`src/rtl/uart_axis_fifo.sv`:
```
// ============================================================================
// Module   : uart_axis_fifo
// Brief    : First-word-fall-through AXI-Stream byte FIFO between the register
//            front end and the uart core. Optional level interrupt when
//            UART_FIFO_IRQ_EN is defined.
// Revision : 1.0 - initial release
// ============================================================================
`default_nettype none

module uart_axis_fifo #(
    parameter int DATA_WIDTH = 8,
    parameter int DEPTH_LOG2 = 4,
    parameter int IRQ_THRESH = 1
) (
    input  logic                  clk,
    input  logic                  rst,
    input  logic                  flush,
    input  logic [DATA_WIDTH-1:0] s_axis_tdata,
    input  logic                  s_axis_tvalid,
    output logic                  s_axis_tready,
    output logic [DATA_WIDTH-1:0] m_axis_tdata,
    output logic                  m_axis_tvalid,
    input  logic                  m_axis_tready,
    output logic [DEPTH_LOG2:0]   count,
    output logic                  empty,
    output logic                  full,
    output logic                  irq
);

    localparam int                c_DEPTH   = 1 << DEPTH_LOG2;
    localparam logic [DEPTH_LOG2:0] c_PTR_ONE = (DEPTH_LOG2+1)'(1);

    logic [DATA_WIDTH-1:0] r_mem [c_DEPTH];
    logic [DEPTH_LOG2:0]   r_wr_ptr;
    logic [DEPTH_LOG2:0]   r_rd_ptr;
    logic [DEPTH_LOG2:0]   r_count;
    logic                  r_tready;
    logic [DEPTH_LOG2:0]   w_wr_next;
    logic [DEPTH_LOG2:0]   w_rd_next;
    logic [DEPTH_LOG2:0]   w_count_next;
    logic                  w_full_next;
    logic                  w_push;
    logic                  w_pop;
    logic                  w_empty;

    assign w_empty       = (r_wr_ptr == r_rd_ptr);
    assign empty         = w_empty;
    assign full          = (r_wr_ptr[DEPTH_LOG2-1:0] == r_rd_ptr[DEPTH_LOG2-1:0]) &&
                           (r_wr_ptr[DEPTH_LOG2] != r_rd_ptr[DEPTH_LOG2]);
    assign count         = r_count;
    assign s_axis_tready = r_tready;
    assign m_axis_tvalid = !w_empty;
    assign m_axis_tdata  = r_mem[r_rd_ptr[DEPTH_LOG2-1:0]];

    assign w_push = s_axis_tvalid && r_tready;
    assign w_pop  = !w_empty && m_axis_tready;

    // Flush collapses the read pointer onto the write pointer and wins over
    // any handshake in the same cycle.
    always_comb begin
        w_wr_next = r_wr_ptr;
        w_rd_next = r_rd_ptr;
        if (flush) begin
            w_rd_next = r_wr_ptr;
        end else begin
            if (w_push) w_wr_next = r_wr_ptr + c_PTR_ONE;
            if (w_pop)  w_rd_next = r_rd_ptr + c_PTR_ONE;
        end
    end

    assign w_count_next = w_wr_next - w_rd_next;
    assign w_full_next  = (w_wr_next[DEPTH_LOG2-1:0] == w_rd_next[DEPTH_LOG2-1:0]) &&
                          (w_wr_next[DEPTH_LOG2] != w_rd_next[DEPTH_LOG2]);

    always_ff @(posedge clk) begin
        if (rst) begin
            r_wr_ptr <= '0;
            r_rd_ptr <= '0;
            r_count  <= '0;
            r_tready <= 1'b0;
        end else begin
            r_wr_ptr <= w_wr_next;
            r_rd_ptr <= w_rd_next;
            r_count  <= w_count_next;
            r_tready <= !w_full_next;
        end
    end

    // Storage is deliberately left unreset.
    always_ff @(posedge clk) begin
        if (w_push && !flush && !rst) begin
            r_mem[r_wr_ptr[DEPTH_LOG2-1:0]] <= s_axis_tdata;
        end
    end

`ifdef UART_FIFO_IRQ_EN
    localparam logic [DEPTH_LOG2:0] c_IRQ_THRESH = (DEPTH_LOG2+1)'(IRQ_THRESH);

    logic r_irq;

    always_ff @(posedge clk) begin
        if (rst || flush) begin
            r_irq <= 1'b0;
        end else begin
            r_irq <= (w_count_next >= c_IRQ_THRESH);
        end
    end

    assign irq = r_irq;
`else
    // Threshold only folds into a constant here; no comparator remains.
    assign irq = 1'b0 && (IRQ_THRESH < 0);
`endif

endmodule

`default_nettype wire

```
`config.mk`:
```
export PLATFORM = sky130hd
export DESIGN_NAME = uart_axis_fifo
export DESIGN_NICKNAME = d
export VERILOG_FILES = /design/src/rtl/uart_axis_fifo.sv
export SDC_FILE = /design/constraint.sdc
export NUM_CORES = 1
export LEC_CHECK = 0
export BUFFER_PORTS_ARGS = -buffer_cell sky130_fd_sc_hd__buf_2
export CORE_AREA = 2 2 107 109
export DETAILED_ROUTE_END_ITERATION = 12
export DIE_AREA = 0 0 109 111
export PLACE_DENSITY = 0.74
export SLEW_MARGIN = 20
export SYNTH_ARGS = -nofsm -noshare
export SYNTH_HDL_FRONTEND = slang
export SYNTH_SLANG_ARGS = --single-unit
```
`constraint.sdc`:
```
create_clock -name clk -period 3.25 [get_ports clk]
set_input_delay 0 -clock clk [delete_from_list [all_inputs] [get_ports clk]]
set_output_delay 0 -clock clk [all_outputs]
set_load 0.005 [all_outputs]
```
* Word level (Yosys, flattened, before mapping) *
Memories as Yosys holds them, arrays and structs flattened. A register that Yosys moved wholly into a read port is not among the register bits.
Cells that the tools add are included.
Widths: inputs -> output; s select.

storage, ports and cells
  bits in registers = 16
  bits in latches = 0
  memory bits (writable) = 128
  bits in read-only memories = 0
  input bits = 13
  output and inout bits = 18
  word-level logic and storage cells = 30
  memories kept = 1

memories
  name   words  width  rd ports  clocked after memory_dff  write ports  RTL line  text
  r_mem  16     8      1         1                         1            33        logic [DATA_WIDTH-1:0] r_mem [c_DEPTH];

cells by class
  add/sub/neg operators = 3
  multipliers = 0
  div/mod/pow operators = 0
  magnitude comparators = 0
  eq/ne operators = 5
  shifts and indexed selects = 0
  mux-type cells = 7
  bitwise gates (word level) = 0
  reduce and logical (&&, ||, !) cells = 10

operator list
  cell                 number
  $mux 5               4
  $add 5x1->5 const B  2
  $eq 4x4->1           2
  $logic_and 1x1->1    6
  $eq 5x5->1           1
  $sub 5x5->5          1
  $logic_not 1->1      4
  $mux 4               1
  $mux 1               2
  $ne 1x1->1           2

* Depth between registers and ports, before layout *
  depth in word-level cells = 8
  gate-level depth with buffers = 14
  mapped depth without buffers = 13

* Worst setup path after synthesis *
No wires, ideal clock.

  kind = register -> register
  start = register r_rd_ptr[0]
  end = register r_count[4] (netlist: count[4])
  setup time = 128 ps
  arrival = 2,620 ps
  required time = 3,122 ps
  setup slack = 502 ps
  cell stages (with the launch flop) = 15
  buffers on the path = 1
  period minus slack after synthesis = 2,748 ps
  path through = dfxtp_1 -> buf_2 -> xor2_1 -> or4_4 -> o21ai_1 -> xor2_1 -> o21ai_0 -> ha_1 -> inv_1 -> ha_1 -> a21oi_1 -> nor2b_1 -> a211oi_1 -> xor2_1 -> nor2_1

on the way
  longest elaborated chain between the ends = 6
  elaborated cells on any way between the ends = 7
  classes of those cells = add/sub: 2; eq/ne: 1; mux: 2; reduce/logical: 2

ends and longest elaborated chain
  element                                                              RTL line  text
  start, declared                                                      35        logic [DEPTH_LOG2:0] r_rd_ptr;
  start signal, assigned                                               83        r_rd_ptr <= w_rd_next;
  parallel branches: the longest is 3 deep, another holds $add 5x1->5  n/a
  $mux 5 *                                                             67        if (w_pop) w_rd_next = r_rd_ptr + c_PTR_ONE;
  $mux 5 *                                                             63        if (flush) begin
  named net w_rd_next[0]                                               39        logic [DEPTH_LOG2:0] w_rd_next;
  $sub 5x5->5 *                                                        71        assign w_count_next = w_wr_next - w_rd_next;
  end signal, assigned                                                 84        r_count <= w_count_next;
  end, declared                                                        36        logic [DEPTH_LOG2:0] r_count;

Mark *: on every way through the listed nets, which the timed path passes.
A chain may end at the register's enable or synchronous reset.

* Final worst setup path *
  start = register r_rd_ptr[1]
  end = register r_count[4] (netlist: count[4])

on the way
  longest elaborated chain between the ends = 6
  elaborated cells on any way between the ends = 7
  classes of those cells = add/sub: 2; eq/ne: 1; mux: 2; reduce/logical: 2

ends and longest elaborated chain
  element                                                              RTL line
  parallel branches: the longest is 3 deep, another holds $add 5x1->5  n/a
  $mux 5 *                                                             67
  $mux 5 *                                                             63
  $sub 5x5->5 *                                                        71

Every way passes the cells marked *.

==> results.sh <==
export IMPL_core_area_sq_um=11080
export IMPL_timing_critical_path_fanout_max=36
export IMPL_final_max_slew_viol_count=0
export IMPL_timing_critical_path_from_type="flip-flop"
export IMPL_hold_class="primary input to flip-flop"
export IMPL_status="completed"
export IMPL_layout_filler_cells=763
export IMPL_place_detailed_hpwl_mm=6.937
export IMPL_synth_lib_cells_used_distinct=39
export IMPL_vias=3068
export IMPL_grtUsageMet2_pct=34.24
export IMPL_dr_first_iter_drc_count=271
export IMPL_gr_layer_usage_met3_pct=5.879
export IMPL_post_layout_inst_area_sq_um=6920
export IMPL_syn_nets=335
export IMPL_port_buffers=29
export IMPL_worstPathArrival_ns=3.21
export IMPL_regArea_sq_um=4167
export IMPL_type_of_the_worst_setup_path="flip-flop to flip-flop"
export IMPL_final_period_utilization_pct=89.62
export IMPL_critical_path_required_ns=3.55
export IMPL_design_portCount=31
export IMPL_grtUsageMet1_pct=30.00
export IMPL_cts_sink_count=144
export IMPL_cap_viol_max_count=0
export IMPL_grt_antenna_before_repair=0
export IMPL_layout_area_overhead_vs_synth_pct=17.26
export IMPL_drive_above_1_share_pct=29.68
export IMPL_timing_hold_violations_final=0
export IMPL_synth_main_ff_cell="edfxtp_1"
export IMPL_cts_tree="done"
export IMPL_max_clock_freq_mhz=343.3
export IMPL_clock_root_buffer="clkbuf_16"
export IMPL_globalplace_congestion=0.8541
export IMPL_dpl_instance_area_sq_um=6196
export IMPL_final_antenna_net_count=0
export IMPL_synth_seq_cells=144
export IMPL_worst_skew_pair_late_latency_ns=0.42
export IMPL_rows=39
export IMPL_total_power_divided_by_cell_area_nw_per_um2=635.5
export IMPL_drt_drc_violations_left=0
export IMPL_final_nets=383
export IMPL_wirelength_mm=12.11
export IMPL_global_route_wire_length_before_repair_mm=18.48
export IMPL_multi_input_area_sq_um=1635
export IMPL_drt_vias_per_instance=5.934
export IMPL_rsz_0062_raised_after_global_routing="false"
export IMPL_clock_buffer_depth=2
export IMPL_clock_skew_ns=0.004460
export IMPL_leakagePower_uw=0.002359
export IMPL_clk_pin_slew_ns=0.06
export IMPL_floorplan_initialDensity_pct=53.28
export IMPL_vdd_drop_max_mv=0.3325
export IMPL_total_global_routing_track_utilization_pct=22.12
export IMPL_drt_first_pass_iters=5
export IMPL_grt_start_max_net_pins=37
export IMPL_asyncSetResetFlopFracSynth_pct=0
export IMPL_fp_dieH_um=111
export IMPL_grt_overflow_total=0
export IMPL_syn_inst=313
export IMPL_synth_cell_area_sq_um=5902
export IMPL_timing_slew_headroom_pct=54.21
export IMPL_final_cells=517
export IMPL_tightestPinTransition_ns=0.6868
export IMPL_setup_worst_path_end_class="flip-flop"
export IMPL_chipWidth_um=109
export IMPL_synth_yosys_warnings=0
export IMPL_routedWlPerCell_um=23.43
export IMPL_setup_viol=0
export IMPL_cts_setup_buffers=0
export IMPL_synth_edff_count=128
export IMPL_postSynthAreaPerCell_sq_um=18.86
export IMPL_grt_pass1_vias=3228
export IMPL_cts_buffers=17
export IMPL_final_setup_worst_slack_ns=0.3374
export IMPL_die_area_sq_um=12100
export IMPL_finalCriticalPeriod_ns=2.913
export IMPL_post_place_ws_ns=0.2589
export IMPL_tns_ns=0
export IMPL_most_used_routing_layer_in_global_routing="met2"
export IMPL_total_placed_cells_including_tap_cells=476
export IMPL_n_antenna_cell=0
export IMPL_cts_htree_levels=4
export IMPL_seq_area_frac_synth_pct=70.55
[state kept, by name (all words and copies together) (netlist names)]
| register | flops |
|---|---|
| count | 5 |
| r_mem | 128 |
| r_rd_ptr | 5 |
| r_wr_ptr | 5 |
| s_axis_tready | 1 |
[cell type report]
cell class,instances,share of cell area [%]
Sequential cell,144,60.21
Clock inverter,14,2.947
Inverter,7,0.3797
Clock buffer,18,6.201
Tap cell,143,2.585
Multi-Input combinational cell,147,23.63
Timing Repair Buffer,44,4.050
[report_power, final]
part,internal [uW],leakage (uW),switching [uW]
combinational,138,0.000777,145
sequential,2030,0.00128,7.22
clock,1300,0.000299,779
total,3470,0.00236,931
[kinds of logic after synthesis]
group	Yosys count	share of synthesized area, %
compound gates	16	2.035
xor+xnor	18	2.671
fa+ha+maj	9	1.908
buf+inv	22	1.738
flops	144	70.55
mux	42	15.60
other cells	1	0.06354
simple gates	61	5.427
[worst paths after layout]
path	cells past startpoint	start	slack, ns	endpoint
max reg2reg	12	r_rd_ptr[1]	0.34	count[4]
max	12	r_rd_ptr[1]	0.34	count[4]
min reg2reg	2	r_wr_ptr[4]	0.52	r_rd_ptr[4]
min	3	flush	0.04	r_rd_ptr[4]
[synthesized netlist by cell type, types with 2 or more instances]
cell	count	area (sq um)
a211oi_1	3	22.52
a21oi_1	3	15.01
and2_1	8	50.05
and3_1	8	50.05
buf_2	7	35.03
clkbuf_1	6	22.52
dfxtp_1	16	320.3
edfxtp_1	128	3844
ha_1	9	112.6
inv_1	6	22.52
mux2i_1	2	20.02
mux4_2	40	900.9
nand2_1	4	15.01
nand3_1	2	10.01
nand4_1	2	12.51
nor2_1	22	82.58
nor2b_1	6	37.54
nor3_1	2	10.01
nor3b_1	2	15.01
or2_2	2	12.51
xnor2_1	7	61.31
xor2_1	11	96.34
[per-layer routing]
metal | part of all wire [%] | up-vias | wire length (um)
li1 | - | 1340 | -
met1 | 41 | 1577 | 4920
met2 | 51 | 132 | 6203
met3 | 5.8 | 19 | 704
met4 | 2.3 | 0 | 283
met5 | 0 | - | 0
[critical path: stages (launching register included)]
cell	delay (ns)
dfxtp_1	0.34
buf_4	0.47
ha_1	0.23
inv_1	0.04
a311oi_1	0.33
o221ai_2	0.22
xnor2_1	0.19
ha_1	0.23
a21oi_1	0.15
nor2b_1	0.06
a211oi_1	0.28
xor2_1	0.17
nor2_1	0.05
[what timing repair did]
item	4_1_cts	5_1_grt
hold endpoints to repair	143	0
setup endpoints to repair	0	1
gates resized for setup	0	2
hold buffers	9	0
[through the flow]
stage / total power [uW] / util [%] / hold WS [ns]
final: 4398 / 62.48 / 0.03988
after global placement: 2343 / 55.94 / 0.3619
after global routing: 4521 / 62.48 / 0.06308
after CTS: 4414 / 62.46 / 0.03521
after floorplan: 2257 / - / 0.07161
after detailed placement: 2349 / 55.94 / 0.3558
[cell usage in the layout, fill, tap and decap left out, drive strengths merged, types with 2 or more instances in the layout]
| master | n |
|---|---|
| ha | 9 |
| nor3b | 2 |
| and2 | 8 |
| mux2i | 2 |
| nor2b | 6 |
| buf | 35 |
| a21oi | 3 |
| inv | 11 |
| edfxtp | 128 |
| a211oi | 3 |
| nand3 | 2 |
| clkbuf | 18 |
| xor2 | 11 |
| nand4 | 2 |
| mux4 | 40 |
| and3 | 8 |
| o21ai | 2 |
| nor3 | 2 |
| clkinv | 3 |
| nand2 | 4 |
| bufinv | 4 |
| clkinvlp | 3 |
| nor2 | 22 |
| dfxtp | 16 |
| or2 | 2 |
| xnor2 | 7 |
| dlygate4sd3 | 9 |
No activity file was read; power rests on OpenSTA's default activity.
